**src/rtl/spi_axi_host_seq.sv**
```systemverilog
// SPI host sequencer for the spi_axi_master port of impl_axi.
// Takes one write / read / CPU-reset command at a time and serializes it
// into a 66-bit command frame. For write and read it then polls with 34-bit
// status frames until the AXI transaction completes, and for read it also
// fetches the data word. The result is returned on a valid/ready response.
module spi_axi_host_seq #(
  parameter int CLKDIV   = 2,
  parameter int GAP_BITS = 4,
  parameter int MAX_POLL = 1023
) (
  input  logic        CLK,
  input  logic        RST,
  input  logic        cmd_valid,
  output logic        cmd_ready,
  input  logic [1:0]  cmd_op,
  input  logic [31:0] cmd_addr,
  input  logic [31:0] cmd_wdata,
  output logic        rsp_valid,
  input  logic        rsp_ready,
  output logic [31:0] rsp_data,
  output logic        rsp_err,
  output logic        spi_CEB,
  output logic        spi_SCLK,
  output logic        spi_DATA,
  input  logic        spi_DOUT,
  output logic        busy
);

  // A gap of zero bit times is stretched to one so CEB always pulses high.
  localparam int GAP_CYC = ((GAP_BITS < 1) ? 1 : GAP_BITS) * 2 * CLKDIV;
  localparam int DIVW    = (CLKDIV > 1) ? $clog2(CLKDIV) : 1;
  localparam int GAPW    = $clog2(GAP_CYC + 1);

  localparam logic [DIVW-1:0] DIV_LAST = DIVW'(CLKDIV - 1);
  localparam logic [GAPW-1:0] GAP_LAST = GAPW'(GAP_CYC - 1);
  localparam logic [9:0]      POLL_MAX = 10'(MAX_POLL);

  localparam logic [1:0] OP_WR  = 2'b00;
  localparam logic [1:0] OP_RD  = 2'b01;
  localparam logic [1:0] OP_RST = 2'b10;
  localparam logic [1:0] OP_RSV = 2'b11;

  typedef enum logic [2:0] {
    S_IDLE,
    S_CMD,
    S_POLL,
    S_RDAT,
    S_GAP,
    S_EVAL,
    S_RESP
  } state_t;

  state_t      r_state;
  state_t      w_next;
  state_t      r_from;
  logic [1:0]  r_op;
  logic [65:0] r_shift;
  logic [31:0] r_cap;
  logic        r_ceb;
  logic        r_sclk;
  logic [DIVW-1:0] r_div;
  logic [6:0]  r_bitIdx;
  logic [6:0]  r_lastIdx;
  logic [GAPW-1:0] r_gap;
  logic [9:0]  r_poll;
  logic [31:0] r_rspData;
  logic        r_rspErr;

  logic        w_shifting;
  logic        w_halfEnd;
  logic        w_frameDone;
  logic        w_gapDone;
  logic        w_done;
  logic        w_timeout;
  logic        w_start;
  logic [65:0] w_frame;
  logic [6:0]  w_lastIdx;
  logic        w_setRsp;
  logic [31:0] w_rspData;
  logic        w_rspErr;

  assign w_shifting  = (r_state == S_CMD) || (r_state == S_POLL) || (r_state == S_RDAT);
  assign w_halfEnd   = (r_div == DIV_LAST);
  assign w_frameDone = w_shifting && w_halfEnd && r_sclk && (r_bitIdx == r_lastIdx);
  assign w_gapDone   = (r_state == S_GAP) && (r_gap == GAP_LAST);
  // Reads may finish with status[1] still set; writes need both low bits clear.
  assign w_done      = (r_op == OP_RD) ? (!r_cap[2] && !r_cap[0]) : (r_cap[1:0] == 2'b00);
  assign w_timeout   = (r_poll == POLL_MAX);

  assign cmd_ready = (r_state == S_IDLE);
  assign busy      = (r_state != S_IDLE);
  assign rsp_valid = (r_state == S_RESP);
  assign rsp_data  = r_rspData;
  assign rsp_err   = r_rspErr;
  assign spi_CEB   = r_ceb;
  assign spi_SCLK  = r_sclk;
  assign spi_DATA  = r_shift[65];

  // State register.
  always_ff @(posedge CLK or negedge RST) begin
    if (!RST) r_state <= S_IDLE;
    else      r_state <= w_next;
  end

  // Next-state logic plus frame-load and response-capture strobes.
  always_comb begin
    w_next    = r_state;
    w_start   = 1'b0;
    w_frame   = '0;
    w_lastIdx = 7'd33;
    w_setRsp  = 1'b0;
    w_rspData = '0;
    w_rspErr  = 1'b0;
    case (r_state)
      S_IDLE: begin
        if (cmd_valid) begin
          if (cmd_op == OP_RSV) begin
            w_next   = S_RESP;
            w_setRsp = 1'b1;
            w_rspErr = 1'b1;
          end else begin
            w_next    = S_CMD;
            w_start   = 1'b1;
            w_lastIdx = 7'd65;
            case (cmd_op)
              OP_WR:   w_frame = {2'b10, cmd_addr, cmd_wdata};
              OP_RD:   w_frame = {2'b01, cmd_addr, 32'h0};
              default: w_frame = {2'b00, 63'h0, cmd_wdata[0]};
            endcase
          end
        end
      end
      S_CMD, S_POLL, S_RDAT: begin
        if (w_frameDone) w_next = S_GAP;
      end
      S_GAP: begin
        if (w_gapDone) begin
          if (r_from == S_CMD) begin
            if (r_op == OP_RST) begin
              w_next   = S_RESP;
              w_setRsp = 1'b1;
            end else begin
              w_next  = S_POLL;
              w_start = 1'b1;
            end
          end else if (r_from == S_POLL) begin
            w_next = S_EVAL;
          end else begin
            w_next    = S_RESP;
            w_setRsp  = 1'b1;
            w_rspData = r_cap;
          end
        end
      end
      S_EVAL: begin
        if (w_done) begin
          if (r_op == OP_RD) begin
            w_next  = S_RDAT;
            w_start = 1'b1;
            w_frame = {2'b11, 64'h0};
          end else begin
            w_next    = S_RESP;
            w_setRsp  = 1'b1;
            w_rspData = r_cap;
          end
        end else if (w_timeout) begin
          w_next    = S_RESP;
          w_setRsp  = 1'b1;
          w_rspData = r_cap;
          w_rspErr  = 1'b1;
        end else begin
          w_next  = S_POLL;
          w_start = 1'b1;
        end
      end
      S_RESP: begin
        if (rsp_ready) w_next = S_IDLE;
      end
      default: w_next = S_IDLE;
    endcase
  end

  // Bit engine: SCLK low half then high half per bit, DOUT sampled on the rise.
  always_ff @(posedge CLK or negedge RST) begin
    if (!RST) begin
      r_op      <= '0;
      r_shift   <= '0;
      r_cap     <= '0;
      r_ceb     <= 1'b1;
      r_sclk    <= 1'b0;
      r_div     <= '0;
      r_bitIdx  <= '0;
      r_lastIdx <= '0;
      r_from    <= S_IDLE;
      r_poll    <= '0;
    end else begin
      if ((r_state == S_IDLE) && cmd_valid) begin
        r_op   <= cmd_op;
        r_poll <= '0;
      end
      if (w_start) begin
        r_shift   <= w_frame;
        r_lastIdx <= w_lastIdx;
        r_bitIdx  <= '0;
        r_div     <= '0;
        r_sclk    <= 1'b0;
        r_ceb     <= 1'b0;
        if (w_next == S_POLL) r_poll <= r_poll + 10'd1;
      end else if (w_shifting) begin
        if (w_halfEnd) begin
          r_div <= '0;
          if (!r_sclk) begin
            r_sclk <= 1'b1;
            r_cap  <= {r_cap[30:0], spi_DOUT};
          end else begin
            r_sclk <= 1'b0;
            if (r_bitIdx == r_lastIdx) begin
              r_ceb   <= 1'b1;
              r_shift <= '0;
              r_from  <= r_state;
            end else begin
              r_shift  <= {r_shift[64:0], 1'b0};
              r_bitIdx <= r_bitIdx + 7'd1;
            end
          end
        end else begin
          r_div <= r_div + 1'b1;
        end
      end
    end
  end

  // Inter-frame gap counter, CEB held high while it runs.
  always_ff @(posedge CLK or negedge RST) begin
    if (!RST)                 r_gap <= '0;
    else if (r_state != S_GAP) r_gap <= '0;
    else if (w_gapDone)       r_gap <= '0;
    else                      r_gap <= r_gap + 1'b1;
  end

  // Response registers, loaded on entry to RESP and held until accepted.
  always_ff @(posedge CLK or negedge RST) begin
    if (!RST) begin
      r_rspData <= '0;
      r_rspErr  <= 1'b0;
    end else if (w_setRsp) begin
      r_rspData <= w_rspData;
      r_rspErr  <= w_rspErr;
    end
  end

endmodule

```
**config.mk**
```make
export PLATFORM = sky130hd
export DESIGN_NAME = spi_axi_host_seq
export DESIGN_NICKNAME = d
export VERILOG_FILES = /design/src/rtl/spi_axi_host_seq.sv
export SDC_FILE = /design/constraint.sdc
export NUM_CORES = 1
export LEC_CHECK = 0
export ABC_CLOCK_PERIOD_IN_PS = 2500
export CORE_AREA = 2 2 145 147
export CTS_CLUSTER_SIZE = 30
export DETAILED_ROUTE_END_ITERATION = 10
export DIE_AREA = 0 0 147 149
export DONT_BUFFER_PORTS = 1
export GPL_ROUTABILITY_DRIVEN = 0
export PLACE_DENSITY = 0.62
export SLEW_MARGIN = 20
export SYNTH_ARGS = -nofsm -noshare
export SYNTH_HDL_FRONTEND = slang
export SYNTH_SLANG_ARGS = --single-unit
```
**constraint.sdc**
```tcl
create_clock -name CLK -period 2.5 [get_ports CLK]
set_input_delay 0.5 -clock CLK [delete_from_list [all_inputs] [get_ports CLK]]
set_output_delay 0.5 -clock CLK [all_outputs]
set_load 0.05 [all_outputs]
```
==> results of run 1 <==
==> layer usage <==
| layer | share of wire (%) | track usage [%] | routed length [um] | vias to the layer above |
|---|---|---|---|---|
| li1 | - | - | - | 2345 |
| met1 | 46 | 19.2 | 7490 | 2566 |
| met2 | 48 | 23.5 | 7780 | 92 |
| met3 | 4.1 | 4.40 | 672 | 16 |
| met4 | 1.7 | 5.38 | 274 | 0 |
| met5 | 0 | 0 | 0 | - |
==> worst reg2reg max path, delay by kind of cell (launching register included) <==
family,cells,cell delay [ns]
AOI/OAI and AO/OA,3,0.47
DFF,1,0.38
and+or+nand+nor,3,1.49
==> power breakdown <==
part / leakage [nW] / internal [mW] / switching (mW) / total (mW)
clock: 0.271 / 1.40 / 1.12 / 2.51
sequential: 2.15 / 3.48 / 0.750 / 4.23
combinational: 1.33 / 1.38 / 1.78 / 3.16
total: 3.75 / 6.26 / 3.65 / 9.91
==> area by class of cell <==
class                   instances  area [um^2]  share of cell area [%]
flip-flops and latches        167         4180                    50.3
multi-input cells             421         2780                    33.4
repair buffers                 44          413                    4.97
clock buffers                  21          480                    5.78
well taps                     275          344                    4.14
clock inverters                11         90.1                    1.08
inverters                       8         30.0                   0.361
==> cells in the mapped netlist (4+ instances only) <==
| library cell | instances |
|---|---|
| sky130_fd_sc_hd__dfrtp_1 | 166 |
| sky130_fd_sc_hd__nand2_1 | 89 |
| sky130_fd_sc_hd__nor2_1 | 85 |
| sky130_fd_sc_hd__clkbuf_1 | 34 |
| sky130_fd_sc_hd__mux2_2 | 34 |
| sky130_fd_sc_hd__a221oi_1 | 32 |
| sky130_fd_sc_hd__a22oi_1 | 32 |
| sky130_fd_sc_hd__a22o_1 | 30 |
| sky130_fd_sc_hd__nand3_1 | 13 |
| sky130_fd_sc_hd__o21ai_0 | 9 |
| sky130_fd_sc_hd__a21oi_1 | 8 |
| sky130_fd_sc_hd__inv_1 | 8 |
| sky130_fd_sc_hd__nor3_1 | 7 |
| sky130_fd_sc_hd__o31ai_1 | 6 |
| sky130_fd_sc_hd__nor2b_1 | 5 |
| sky130_fd_sc_hd__or3_1 | 5 |
| sky130_fd_sc_hd__xnor2_1 | 5 |
| sky130_fd_sc_hd__xor2_1 | 5 |
| sky130_fd_sc_hd__and2_1 | 4 |
| sky130_fd_sc_hd__o41ai_1 | 4 |
==> repair_timing <==
| action | 4_1_cts | 5_1_grt |
|---|---|---|
| setup endpoints to repair | 34 | 68 |
| cloned | 0 | 1 |
| buffers inserted | 0 | 4 |
| resized for setup | 2 | 9 |
| endpoints found under the hold margin | 167 | 167 |
| pin swaps | 2 | 3 |
==> sequential cells by signal, indices dropped and copies added (netlist names) <==
| register | cells |
|---|---|
| r_shift | 66 |
| r_cap | 32 |
| rsp_data | 32 |
| r_poll | 10 |
| r_bitIdx | 7 |
| r_gap | 5 |
| r_from | 3 |
| r_lastIdx | 3 |
| r_state | 3 |
| r_op | 2 |
| r_div | 1 |
| rsp_err | 1 |
| spi_CEB | 1 |
| spi_SCLK | 1 |
==> through the flow <==
| step | TNS (ns) | utilization (%) | cell area [um^2] | hold slack [ns] |
|---|---|---|---|---|
| detailed placement | -4.52 | 37.2 | 7650 | 0.207 |
| CTS | 0 | 40.1 | 8240 | -0.253 |
| floorplan | 0 | - | 7050 | 0.204 |
| global placement | 0 | 37.2 | 7650 | 0.208 |
| finish | 0 | 40.4 | 8310 | -0.231 |
| global route | 0 | 40.4 | 8310 | -0.265 |
==> logic make-up after synthesis <==
logic type,count (synthesis),share of synthesized area (%)
adder cells (fa/ha/maj),3,0.533
AO/OA/AOI/OAI,141,16.3
flip-flops,167,59.3
multiplexers,36,5.72
AND/OR/NAND/NOR,230,14.5
XOR/XNOR,10,1.24
buffers and inverters,45,2.42
==> how the worst max path moves through the flow <==
| stage | start | end | slack, ns | cells past startpoint |
|---|---|---|---|---|
| 3_3_place_gp | r_poll[1] | r_shift[31] | 0.04 | 9 |
| 3_5_place_dp | r_poll[1] | r_shift[27] | -0.20 | 9 |
| 6_report | r_bitIdx[1] | r_poll[9] | 0.09 | 6 |
| 5_1_grt | r_bitIdx[1] | r_poll[9] | 0.02 | 6 |
| 2_1_floorplan | r_state[1] | r_shift[65] | 0.01 | 9 |
| 4_1_cts | r_poll[1] | r_bitIdx[5] | 0.007 | 10 |
==> results.txt, run 1 <==
Hold Worst Slack = -0.231 ns
Endpoints failing hold = 167
Initial antenna violation count = 0
Part of the Yosys area used for sequential elements = 59.3%
Netlist area before placement = 7050 um^2
Most used DFF post-synth = sky130_fd_sc_hd__dfrtp_1
I/O pins = 110
Die outline area = 21,900 um^2
Final worst-path setup slack = 0.0907 ns
Remaining number of nets flagged by the antenna check after routing = 0
Final min period = 2.41 ns
Buf/Inv on CP = 0
Setup-failing EPs final = 0
HPWL Detailed = 10,500 um
Warnings from Yosys = 0
Total of fill cells in the finished design = 1,961
Outcome = finished, violations left
Required time reported for the critical path endpoint = 2.85 ns
Slew at the pin with the worst max-slew slack = 0.564 ns
Buffers on Ports = 0
Class of the tightest hold or removal check = input port to asynchronous set/reset pin
Setup repair after global routing missed its margin = no
Synth top area cells = sky130_fd_sc_hd__dfrtp_1 (59%), sky130_fd_sc_hd__mux2_2 (5.4%), sky130_fd_sc_hd__nand2_1 (4.7%)
GRT Residual Overflow = 0
Crit Path Class = register to register
Area of the core region = 20,600 um^2
Total routed wirelength = 16,200 um
Kind of start point of the critical path = register
Root Buffer Master = sky130_fd_sc_hd__clkbuf_16
Maximum number of buffers from clock root to sink = 2
Post-placement cell count = 910
Count of distinct cell types in the synthesized netlist = 52
Worst-path clk slew = 0.07 ns
Number of antenna cells inserted = 0
CP delay by family, top = simple AND/OR/NAND/NOR gates
Most used cells in the layout excluding fill and tap cells = sky130_fd_sc_hd__dfrtp_1 (166), sky130_fd_sc_hd__nand2_1 (89), sky130_fd_sc_hd__nor2_1 (81)
Worst vdd rail ir drop = 0.597 mV
R2r endpoint = r_poll[9]
Pwr per Cell Area = 1190 nW/um^2
Mean cell area of the mapped netlist = 11.1 um^2
Number of enable flip-flop cells after synthesis = 0
Logic depth of the worst register-to-register path = 6
Floorplan row count = 53
Endpoint class of the critical path = register
Number of flip-flops and latches in the synthesized netlist = 167
Clock sink count = 167
Wire length of the first global-routing pass = 25,800 um
Worst setup slack after placement = -0.198 ns
DR iter-0 viols = 293
Count of max-cap constraint violations = 0
Vias = 5,019
Effective utilization at floorplan = 34.3%
Critical Path Fanout Max = 8
Area added between synthesis and finish = 18.0%
Fraction of layout instances using a drive strength above 1 = 19.8%
DR DRC count = 0
Die width = 147 um
Final Max Slew Viols = 0
Leading cell type in the layout, fill and taps excluded = sky130_fd_sc_hd__dfrtp_1
Maximum single-stage delay on the critical path = 0.54 ns
Floorplan die height = 149 um
Standard cell with the maximum stage delay on the critical path = sky130_fd_sc_hd__or4_4
Fraction of synthesized cell area taken by the top area cell type = 59.0%
CTS H-tree lvls = 4
Via-to-Cell Ratio = 5.30
CTS tree = built
Lkg Pwr = 3.75 nW
Cell type with the highest aggregate area in the netlist = sky130_fd_sc_hd__dfrtp_1
Total CTS buffers = 17
Number of global-route vias before repair = 4,958
Length of the first detailed-routing pass in iterations = 4
Async S/R FF share, synth = 100%
Instance count of the mapped netlist = 632
Average detailed-routed wire length per instance = 17.1 um
Dominant cell type by count on the critical path = sky130_fd_sc_hd__or4_4
Launch instance of the worst register-to-register path = r_bitIdx[1]
Violated checks = hold timing
Crit path cell chain = or4_4 > or4_4 > o21ai_4 > o211ai_4 > or4_1 > a21oi_1
Pin count of the biggest net entering global routing = 168
Worst slew margin relative to its limit = 62.4%
Net count after synthesis = 706
Total global-route track usage = 14.8%
Achievable frequency = 415 MHz
FF-to-FF setup slack = 0.09 ns
Cell Count, Final, Fillers Out = 947
Overall power consumption = 9.91 mW
Post-route fraction of the period consumed by the critical path = 96.4%
Worst skew pair latency = 0.42 ns
Layout Skew = 0.0105 ns
Number of nets in the layout = 733
Data arrival time of the critical path = 2.76 ns
Power figures use the tool's default switching activity.
==> run 2: changes to the inputs <==
- ABC_AREA: unset -> 1
- CORE_AREA: 2 2 145 147 -> 2 2 164 166
- DIE_AREA: 0 0 147 149 -> 0 0 166 168
- PLACE_DENSITY: 0.62 -> 0.57
==> results.txt, run 2 <==
Worst-path clk slew = 0.08 ns
Leading cell type in the layout, fill and taps excluded = sky130_fd_sc_hd__nand2_1
Die outline area = 27,900 um^2
Mean cell area of the mapped netlist = 8.46 um^2
Buffers on Ports = 0
Total CTS buffers = 17
Synth top area cells = sky130_fd_sc_hd__dfrtp_1 (54%), sky130_fd_sc_hd__nand2_1 (8.8%), sky130_fd_sc_hd__nand3_1 (6.2%)
Length of the first detailed-routing pass in iterations = 4
Critical Path Fanout Max = 44
Total global-route track usage = 12.9%
Final Max Slew Viols = 0
DR DRC count = 0
Outcome = finished, violations left
Net count after synthesis = 983
Area added between synthesis and finish = 12.7%
Clock sink count = 167
Maximum number of buffers from clock root to sink = 2
Die width = 166 um
Slew at the pin with the worst max-slew slack = 0.651 ns
DR iter-0 viols = 501
Final min period = 2.21 ns
CTS H-tree lvls = 4
Number of gates resized after cts = 0
Total of fill cells in the finished design = 2,706
Achievable frequency = 452 MHz
Most used DFF post-synth = sky130_fd_sc_hd__dfrtp_1
Worst slew margin relative to its limit = 56.4%
GRT Residual Overflow = 0
Worst vdd rail ir drop = 0.665 mV
Number of global-route vias before repair = 5,712
Overall power consumption = 12.1 mW
Commonest cells in the synthesized netlist = sky130_fd_sc_hd__nand2_1 (181), sky130_fd_sc_hd__dfrtp_1 (166), sky130_fd_sc_hd__inv_1 (110)
Warnings from Yosys = 0
Count of distinct cell types in the synthesized netlist = 31
I/O pins = 110
Most used cells in the layout excluding fill and tap cells = sky130_fd_sc_hd__nand2_1 (180), sky130_fd_sc_hd__dfrtp_1 (166), sky130_fd_sc_hd__inv_1 (110)
Lkg Pwr = 3.93 nW
Required time reported for the critical path endpoint = 2.84 ns
FF-to-FF setup slack = 0.29 ns
Worst skew pair latency = 0.43 ns
Instance count of the mapped netlist = 909
Class of the tightest hold or removal check = input port to asynchronous set/reset pin
Max reg flops = 66
Netlist area before placement = 7690 um^2
Count of max-cap constraint violations = 0
Launch instance of the worst register-to-register path = r_gap[0]
Number of antenna cells inserted = 0
Data arrival time of the critical path = 2.56 ns
Fraction of layout instances using a drive strength above 1 = 8.16%
Kind of start point of the critical path = register
Cell type with the highest aggregate area in the netlist = sky130_fd_sc_hd__dfrtp_1
Remaining number of nets flagged by the antenna check after routing = 0
Area of the core region = 26,400 um^2
Number of enable flip-flop cells after synthesis = 0
Setup repair after global routing missed its margin = no
Violated checks = hold timing
Number of nets in the layout = 968
Number of flip-flops and latches in the synthesized netlist = 167
R2r endpoint = r_shift[19]
Part of the Yosys area used for sequential elements = 54.3%
Crit Path Class = register to register
Endpoints failing hold = 166
Effective utilization at floorplan = 29.2%
Setup-failing EPs final = 0
Register name with the most flops = r_shift
Average detailed-routed wire length per instance = 14.2 um
Root Buffer Master = sky130_fd_sc_hd__clkbuf_16
Fraction of synthesized cell area taken by the top area cell type = 54.0%
Wire length of the first global-routing pass = 29,300 um
Via-to-Cell Ratio = 4.72
CTS tree = built
Layout Skew = 0.0153 ns
HPWL Detailed = 11,500 um
Library cell with the highest instance count after synthesis = sky130_fd_sc_hd__nand2_1
Buffers inserted by post-CTS timing repair = 0
Logic depth of the worst register-to-register path = 12
Total routed wirelength = 17,700 um
Pwr per Cell Area = 1400 nW/um^2
Endpoint class of the critical path = register
Post-route fraction of the period consumed by the critical path = 88.6%
Initial antenna violation count = 0
Vias = 5,896
Final total negative setup slack = 0 ns
Pin count of the biggest net entering global routing = 168
Floorplan die height = 168 um
Floorplan row count = 60
Async S/R FF share, synth = 100%
Hold Worst Slack = -0.247 ns
-- run 2: kinds of logic (layout without fill, tap and decap cells) --
kind of cell / Yosys count / after routing / share of synthesized area (%)
simple gates: 406 / 406 / 23.0
flops: 167 / 167 / 54.3
buf+inv: 167 / 165 / 9.19
compound gates: 154 / 154 / 11.7
xor+xnor: 12 / 12 / 1.37
fa+ha+maj: 3 / 3 / 0.488
-- run 2: worst max path at each step --
stage	start	slack, ns	end	cells past startpoint
final	r_gap[0]	0.29	r_shift[19]	12
after global routing	r_gap[0]	0.001	r_shift[20]	12
after CTS	r_gap[0]	0.29	r_shift[19]	12
after detailed placement	r_gap[0]	0.32	r_shift[19]	12
after global placement	r_gap[0]	0.37	r_shift[21]	12
after floorplan	r_state[1]	0.65	r_shift[35]	8
-- run 2: cell type report --
class                      count  area (um^2)  share of cell area (%)
inverter                     116          435                    5.02
sequential                   167         4180                    48.2
timing repair buffer          17          203                    2.34
clock inverter                15          173                    1.99
tap                          341          427                    4.92
clock buffer                  17          425                    4.90
multi-input combinational    575         2830                    32.6
-- run 2: routing by layer --
layer / share of wire (%) / GRT usage (%) / up-vias / routed length, um
met1: 47 / 17.1 / 2813 / 8220
met4: 1.8 / 4.61 / 0 / 319
met2: 46 / 20.3 / 111 / 8200
met3: 5.3 / 3.69 / 19 / 938
li1: - / - / 2953 / -
met5: 0 / 0 / - / 0
-- run 2: report_power, final --
group | leakage (nW) | internal [mW] | switching [mW]
logic | 1.58 | 1.52 | 2.57
clock network | 0.296 | 1.44 | 1.25
registers | 2.06 | 3.78 | 1.60
total | 3.93 | 6.73 | 5.41
-- run 2: critical path, stage by stage, from the launching register on --
cell                      delay (ns)
sky130_fd_sc_hd__dfrtp_1        0.38
sky130_fd_sc_hd__ha_1           0.21
sky130_fd_sc_hd__nand3_1        0.12
sky130_fd_sc_hd__nor2_2         0.19
sky130_fd_sc_hd__nand2_1        0.12
sky130_fd_sc_hd__nor2_1         0.11
sky130_fd_sc_hd__nor2_1         0.05
sky130_fd_sc_hd__nand2_1        0.10
sky130_fd_sc_hd__inv_2          0.08
sky130_fd_sc_hd__o21ai_4        0.25
sky130_fd_sc_hd__buf_12         0.28
sky130_fd_sc_hd__nor2_1         0.06
sky130_fd_sc_hd__a31oi_1        0.15
-- run 2: stage by stage --
step / worst slack, ns / std cells / instance area (um^2) / utilization, %
2_1_floorplan: 0.650 / 909 / 7690 / -
3_3_place_gp: 0.369 / 1216 / 8080 / 30.6
3_5_place_dp: 0.315 / 1216 / 8080 / 30.6
4_1_cts: 0.288 / 1248 / 8670 / 32.9
5_1_grt: 0.00148 / 1248 / 8670 / 32.9
6_report: 0.285 / 1248 / 8670 / 32.9
